<file path="src/rtl/speed_selector.sv">
`default_nettype none
// ============================================================================
// Module   : speed_selector
// Purpose  : Debounced up/down buttons -> saturating speed level 1..6, plus a
//            step pulse whose rate scales with the level.
// Revision : 1.0
// ============================================================================
module speed_selector #(
  parameter int DEBOUNCE_CYCLES = 1000000,
  parameter int STEP_BASE       = 600000,
  parameter int CNT_W           = 20
) (
  input  logic       clk,
  input  logic       rst_n,
  input  logic       btn_up,
  input  logic       btn_down,
  input  logic       enable,
  output logic [2:0] digit,
  output logic       step_tick,
  output logic       level_changed
);

  localparam logic [CNT_W-1:0] c_db_last = CNT_W'(DEBOUNCE_CYCLES - 1);
  localparam logic [2:0]       c_lvl_min = 3'd1;
  localparam logic [2:0]       c_lvl_max = 3'd6;

  logic [1:0] w_btn_raw;
  logic [1:0] w_press;

  assign w_btn_raw = {btn_down, btn_up};

  for (genvar gi = 0; gi < 2; gi++) begin : g_btn
    logic             sync1_q, sync2_q;
    logic             deb_q, deb_d, deb_prev_q;
    logic [CNT_W-1:0] cnt_q, cnt_d;

    // Counter only survives while the sample keeps disagreeing with the state.
    always_comb begin
      deb_d = deb_q;
      cnt_d = '0;
      if (sync2_q != deb_q) begin
        if (cnt_q == c_db_last) begin
          deb_d = ~deb_q;
        end else begin
          cnt_d = cnt_q + CNT_W'(1);
        end
      end
    end

    always_ff @(posedge clk or negedge rst_n) begin
      if (!rst_n) begin
        sync1_q    <= 1'b0;
        sync2_q    <= 1'b0;
        deb_q      <= 1'b0;
        deb_prev_q <= 1'b0;
        cnt_q      <= '0;
      end else begin
        sync1_q    <= w_btn_raw[gi];
        sync2_q    <= sync1_q;
        deb_q      <= deb_d;
        deb_prev_q <= deb_q;
        cnt_q      <= cnt_d;
      end
    end

    assign w_press[gi] = deb_q & ~deb_prev_q;
  end

  logic [2:0]       digit_q, digit_d;
  logic             w_change;
  logic [CNT_W-1:0] step_cnt_q, step_cnt_d;
  logic [CNT_W-1:0] w_period_last;
  logic             step_tick_q, step_tick_d;
  logic             level_changed_q;

  always_comb begin
    digit_d = digit_q;
    if (w_press[0] && !w_press[1] && (digit_q < c_lvl_max)) begin
      digit_d = digit_q + 3'd1;
    end else if (w_press[1] && !w_press[0] && (digit_q > c_lvl_min)) begin
      digit_d = digit_q - 3'd1;
    end
  end

  assign w_change = (digit_d != digit_q);

  always_comb begin
    case (digit_q)
      3'd2:    w_period_last = CNT_W'(STEP_BASE / 2 - 1);
      3'd3:    w_period_last = CNT_W'(STEP_BASE / 3 - 1);
      3'd4:    w_period_last = CNT_W'(STEP_BASE / 4 - 1);
      3'd5:    w_period_last = CNT_W'(STEP_BASE / 5 - 1);
      3'd6:    w_period_last = CNT_W'(STEP_BASE / 6 - 1);
      default: w_period_last = CNT_W'(STEP_BASE - 1);
    endcase
  end

  // A level change restarts the period and swallows a tick due on that edge.
  always_comb begin
    step_cnt_d  = '0;
    step_tick_d = 1'b0;
    if (enable && !w_change) begin
      if (step_cnt_q >= w_period_last) begin
        step_tick_d = 1'b1;
      end else begin
        step_cnt_d = step_cnt_q + CNT_W'(1);
      end
    end
  end

  always_ff @(posedge clk or negedge rst_n) begin
    if (!rst_n) begin
      digit_q         <= c_lvl_min;
      level_changed_q <= 1'b0;
      step_cnt_q      <= '0;
      step_tick_q     <= 1'b0;
    end else begin
      digit_q         <= digit_d;
      level_changed_q <= w_change;
      step_cnt_q      <= step_cnt_d;
      step_tick_q     <= step_tick_d;
    end
  end

  assign digit         = digit_q;
  assign step_tick     = step_tick_q;
  assign level_changed = level_changed_q;

endmodule
`default_nettype wire
</file>
<file path="config.mk">
export PLATFORM = sky130hd
export DESIGN_NAME = speed_selector
export DESIGN_NICKNAME = d
export VERILOG_FILES = /design/src/rtl/speed_selector.sv
export SDC_FILE = /design/constraint.sdc
export NUM_CORES = 1
export LEC_CHECK = 0
export BUFFER_PORTS_ARGS = -buffer_cell sky130_fd_sc_hd__buf_2
export CAP_MARGIN = 20
export CORE_MARGIN = 3
export CORE_UTILIZATION = 30
export CTS_BUF_LIST = sky130_fd_sc_hd__clkbuf_8
export DETAILED_ROUTE_END_ITERATION = 10
export HOLD_SLACK_MARGIN = 0.15
export PLACE_DENSITY_LB_ADDON = 0.3
export SYNTH_ARGS = -nofsm -noshare
export SYNTH_HDL_FRONTEND = slang
export SYNTH_SLANG_ARGS = --single-unit
</file>
<file path="constraint.sdc">
create_clock -name clk -period 2.8 [get_ports clk]
set_input_delay 0.14 -clock clk [delete_from_list [all_inputs] [get_ports clk]]
set_output_delay 0.14 -clock clk [all_outputs]
set_load 0.02 [all_outputs]
</file>
---- Word level (Yosys, flattened, before mapping) ----
Cells that the tools add are included.
word-level totals
  register bits after elaboration ......... 73
  bits of input ports ..................... 5
  output and inout bits ................... 5
cells by class
  add/sub/neg operators ................... 5
  $lt $le $gt $ge ......................... 3
  eq/ne operators ......................... 10
  multiplexer cells ....................... 11
  bitwise operators ....................... 6
  reduce and logical (&&, ||, !) cells .... 10
operators with widths
  cell                     count
  $mux W20                 6
  $pmux W20 S5             1
  $add A20 B1 Y20 const B  3
  $eq A20 B20 Y1 const B   2
  $ge A20 B20 Y1           1
  $eq A3 B3 Y1 const B     3
  $eq A3 B2 Y1 const B     2
  $mux W3                  2
  $logic_and A1 B1 Y1      5
  $not A1 Y1               4
  $reduce_and A2 Y1        2
  $add A3 B1 Y3 const B    1
  $gt A3 B1 Y1 const B     1
  $logic_not A1 Y1         3
  $lt A3 B3 Y1 const B     1
  $ne A3 B3 Y1             1
  $sub A3 B1 Y3 const B    1
  $and A1 B1 Y1            2
  $mux W1                  2
  $ne A1 B1 Y1             2

---- Longest topological paths before layout ----
  word-level depth ........................ 11
  gate-level depth with buffers ........... 14

---- Least setup slack after synthesis ----
No wires, ideal clock.
  path type ............................... flip-flop to flip-flop
  start point ............................. reg digit_q[0] (netlist: digit[0])
  end point ............................... reg step_cnt_q[19]
  arrival time ............................ 2.658 ns
  path slack .............................. 0.065 ns
  stages on the path, launching flop included .. 15
  path buffers ............................ 1
  cells stage by stage .................... dfstp_2 -> inv_1 -> ha_1 -> o21ai_0 -> nor2b_1 -> nand2b_1 -> nand3_1 -> o31ai_1 -> ha_1 -> a21oi_1 -> o21ai_0 -> o211ai_1 -> nand3_1 -> buf_2 -> a21oi_1
on the way
  cells in the longest elaborated chain, start to end .. 8
  elaborated cells on any way between the ends .. 20
  classes of those cells .................. add/sub (2); order compare (3); eq/ne (6); mux (5); reduce/logical (4)
ends and longest elaborated chain
  item                                                                    RTL line  RTL
  start, declared                                                         69        logic [2:0] digit_q, digit_d;
  start signal, assigned                                                  113       digit_q <= c_lvl_min;
  start signal, assigned                                                  118       digit_q <= digit_d;
  parallel branches: the longest is 7 deep, another holds $ge A20 B20 Y1  --
  $mux W20 (*)                                                            102       if (enable && !w_change) begin
  via step_cnt_d[19]                                                      71        logic [CNT_W-1:0] step_cnt_q, step_cnt_d;
  end signal, assigned                                                    120       step_cnt_q <= step_cnt_d;
  end, declared                                                           71
Mark *: on every way through the listed nets, which the timed path passes.
A chain may end at the register's enable or synchronous reset.

---- Worst setup path after layout ----
  start point ............................. reg digit_q[0] (netlist: digit[0])
  end point ............................... reg step_cnt_q[12]
The elaborated chain is that of the path after synthesis.

==> flow_summary.json <==
{
  "crit_type": "flip-flop to flip-flop",
  "die_w_um": 120,
  "setup-violations-final": 0,
  "rows": 41,
  "h-tree-depth": 3,
  "viasPerCell": 4.64,
  "syn_inst": 399,
  "drt-initial-drc-count": 199,
  "antenna_left": 0,
  "final_hold_viol_count": 0,
  "synthTopCellsByArea": "dfrtp_1 46%, ha_1 8.0%, xor2_1 7.4%",
  "yosys.cell_types.count": 47,
  "worstRegToRegCells": 13,
  "use_met2_pct": 18.1,
  "grt_pass1_wl_um": 13300,
  "p_leak_nw": 2.07,
  "drc": 0,
  "drv_cap": 0,
  "ys_seq_area_share_pct": 46.7,
  "dr.pass1.iters": 4,
  "critPathRequiredTime_ns": 3.07,
  "startpoint_type": "flip-flop",
  "cts_buffers": 9,
  "grt_max_degree": 74,
  "dieArea_um2": 14400,
  "skew_ns": 0.0119,
  "r2r_slack_ns": 0.08,
  "period_minus_slack_ns": 2.72,
  "timing.rr.end": "step_cnt_q[12]$_DFF_PN0_",
  "cts_root_buf": "clkbuf_8",
  "cp-startpoint": "digit[0]$_DFF_PN1_",
  "yosys.area.top_type": "dfrtp_1",
  "status": "completed",
  "grt_pass1_vias": 2824,
  "grt_util_met3_pct": 2.57,
  "clk_latency_ns": 0.35,
  "wl_um": 7550,
  "cts.sinks": 73,
  "peakVddDrop_uv": 183,
  "hold_path_depth": 3,
  "synth-edff-count": 0,
  "numPortBuffers": 9,
  "fin_crit_sh_pct": 97.1,
  "layout-drive-gt1-share_pct": 17.6,
  "floorplan.initialDensity_pct": 30.9,
  "nFillCells": 1277,
  "crit_fanout": 8,
  "grt_util_met1_pct": 15.0,
  "grt_busiest_layer": "met2",
  "synth_top_area_share_pct": 46.1,
  "cts.clk_slew.worst_paths_ns": 0.08,
  "instances_no_fill": 605,
  "ys_warn_count": 0,
  "min-delay-start": "enable",
  "endpoint": "step_cnt_q[12]$_DFF_PN0_",
  "area_delta_synth_final_pct": 18.2,
  "setup-tns-final_ns": 0,
  "dp_hpwl_um": 5140,
  "synth-async-reset-ratio_pct": 100,
  "slew_headroom_pct": 39.2,
  "synth_flop_cell": "dfrtp_1",
  "gp_congestion": 0.798,
  "fp.coreArea_um2": 12700,
  "chipHeight_um": 120,
  "syn_avg_cell_area_um2": 9.81,
  "ys_seq_elements": 73,
  "grt_usage_pct": 11.2,
  "worstMarginPinSlew_ns": 0.912,
  "setup_ws_ns": 0.0820,
  "antenna_found_initial": 0,
  "min_path_type": "primary input to flip-flop",
  "grt-ovfl-total": 0,
  "cts_tree": "done",
  "antenna_cells": 0,
  "rr_startpoint": "digit[0]$_DFF_PN1_",
  "drv_slew": 0,
  "netlist_area_um2": 3910,
  "synth_nets": 429,
  "nets": 458,
  "vias": 2810,
  "fmax_mhz": 368,
  "ioPinCount": 10,
  "crit_arrival_ns": 2.99,
  "wl_per_cell_um": 12.5,
  "p_per_area_nw_per_um2": 444,
  "placedCellCount": 581,
  "dp_slack_ns": -0.0308,
  "cp-end-kind": "flip-flop",
  "cts_buffer_depth": 2
}
[repair_timing]
item,4_1_cts,5_1_grt
buffers inserted,0,4
pin swaps,0,7
setup endpoints to repair,20,20
gates resized for setup,3,28
endpoints found under the hold margin,74,0
hold buffers,3,0
cloned,0,1
[layer usage]
layer  wire [um]  part of all wire [%]
met2        3510                    46
met1        3720                    49
met4         106                   1.4
met3         212                   2.8
met5           0                     0
[report_power, final]
| group | leakage (nW) | switching [mW] | internal [mW] |
|---|---|---|---|
| Combinational | 0.959 | 0.0484 | 0.0246 |
| Clock | 0.109 | 0.399 | 0.501 |
| Sequential | 1.00 | 0.0120 | 1.07 |
[kinds of logic (layout without fill, tap and decap cells)]
group / Yosys count / count (layout) / synth area share (%)
simple gates: 189 / 189 / 24.3
flops: 73 / 73 / 46.7
xor+xnor: 56 / 56 / 12.5
compound gates: 32 / 32 / 5.15
fa+ha+maj: 25 / 25 / 7.99
buf+inv: 21 / 55 / 2.46
mux: 3 / 3 / 0.831
[metrics by stage]
stage	utilization (%)	cell area [um2]	power (mW)	hold WS (ns)
after floorplan	-	3910	1.13	-0.156
after global placement	33.1	4200	1.16	0.255
after detailed placement	33.1	4200	1.17	0.258
after CTS	35.1	4450	2.08	0.210
after global routing	36.5	4620	2.15	0.231
final	36.5	4620	2.05	0.243
[Yosys cell counts, types with 5 or more instances]
cell / count
nand2_1: 31
xnor2_1: 23
xor2_1: 33
a21oi_1: 14
inv_1: 13
and3_1: 11
nor4_1: 6
nand3_1: 30
buf_2: 5
dfrtp_1: 72
nor2_1: 72
nand4_1: 9
ha_1: 25
nor3_1: 5
o21ai_0: 6
[state kept, by name (all words and copies together) (netlist names)]
| name | count |
|---|---|
| g_btn.cnt_q | 40 |
| step_cnt_q | 20 |
| digit | 3 |
| g_btn.deb_prev_q | 2 |
| g_btn.deb_q | 2 |
| g_btn.sync1_q | 2 |
| g_btn.sync2_q | 2 |
| level_changed | 1 |
| step_tick | 1 |
[final cells by class]
type / instances / area, um2 / share of cell area, %
Clock buffer: 9 / 124 / 2.68
Clock inverter: 7 / 95.1 / 2.06
Inverter: 13 / 51.3 / 1.11
Multi-Input combinational cell: 305 / 2100 / 45.4
Sequential cell: 73 / 1830 / 39.5
Timing Repair Buffer: 26 / 211 / 4.57
Tap cell: 172 / 215 / 4.65
[worst min path at each step]
stage	endpoint	slack (ns)
final	step_tick$_DFF_PN0_	0.24
after global routing	step_tick$_DFF_PN0_	0.23
after CTS	step_tick$_DFF_PN0_	0.21
after detailed placement	g_btn[1].sync1_q$_DFF_PN0_	0.26
after global placement	g_btn[1].sync1_q$_DFF_PN0_	0.25
after floorplan	digit[1]$_DFF_PN0_	-0.16
[placed cells by master, fill, tap and decap left out, types with 9 or more instances in the layout]
master and n:
nand2_1 31, and3_1 11, inv_1 12, clkbuf_8 9, a21oi_1 9, nand3_1 28
nor2_1 68, dfrtp_1 72, nand4_1 9, buf_4 12, xnor2_1 23, ha_1 20
xor2_1 33
[critical path: stages, from the launching register on]
cell      delay (ns)
dfstp_2         0.56
buf_4           0.15
ha_2            0.19
ha_4            0.17
nor2b_4         0.06
buf_4           0.13
and2_1          0.18
ha_4            0.23
a21oi_2         0.15
o211ai_1        0.10
o211ai_1        0.24
nand3_2         0.19
buf_6           0.19
nor2_1          0.10
Note: power is estimated with default switching activity, not from simulation.
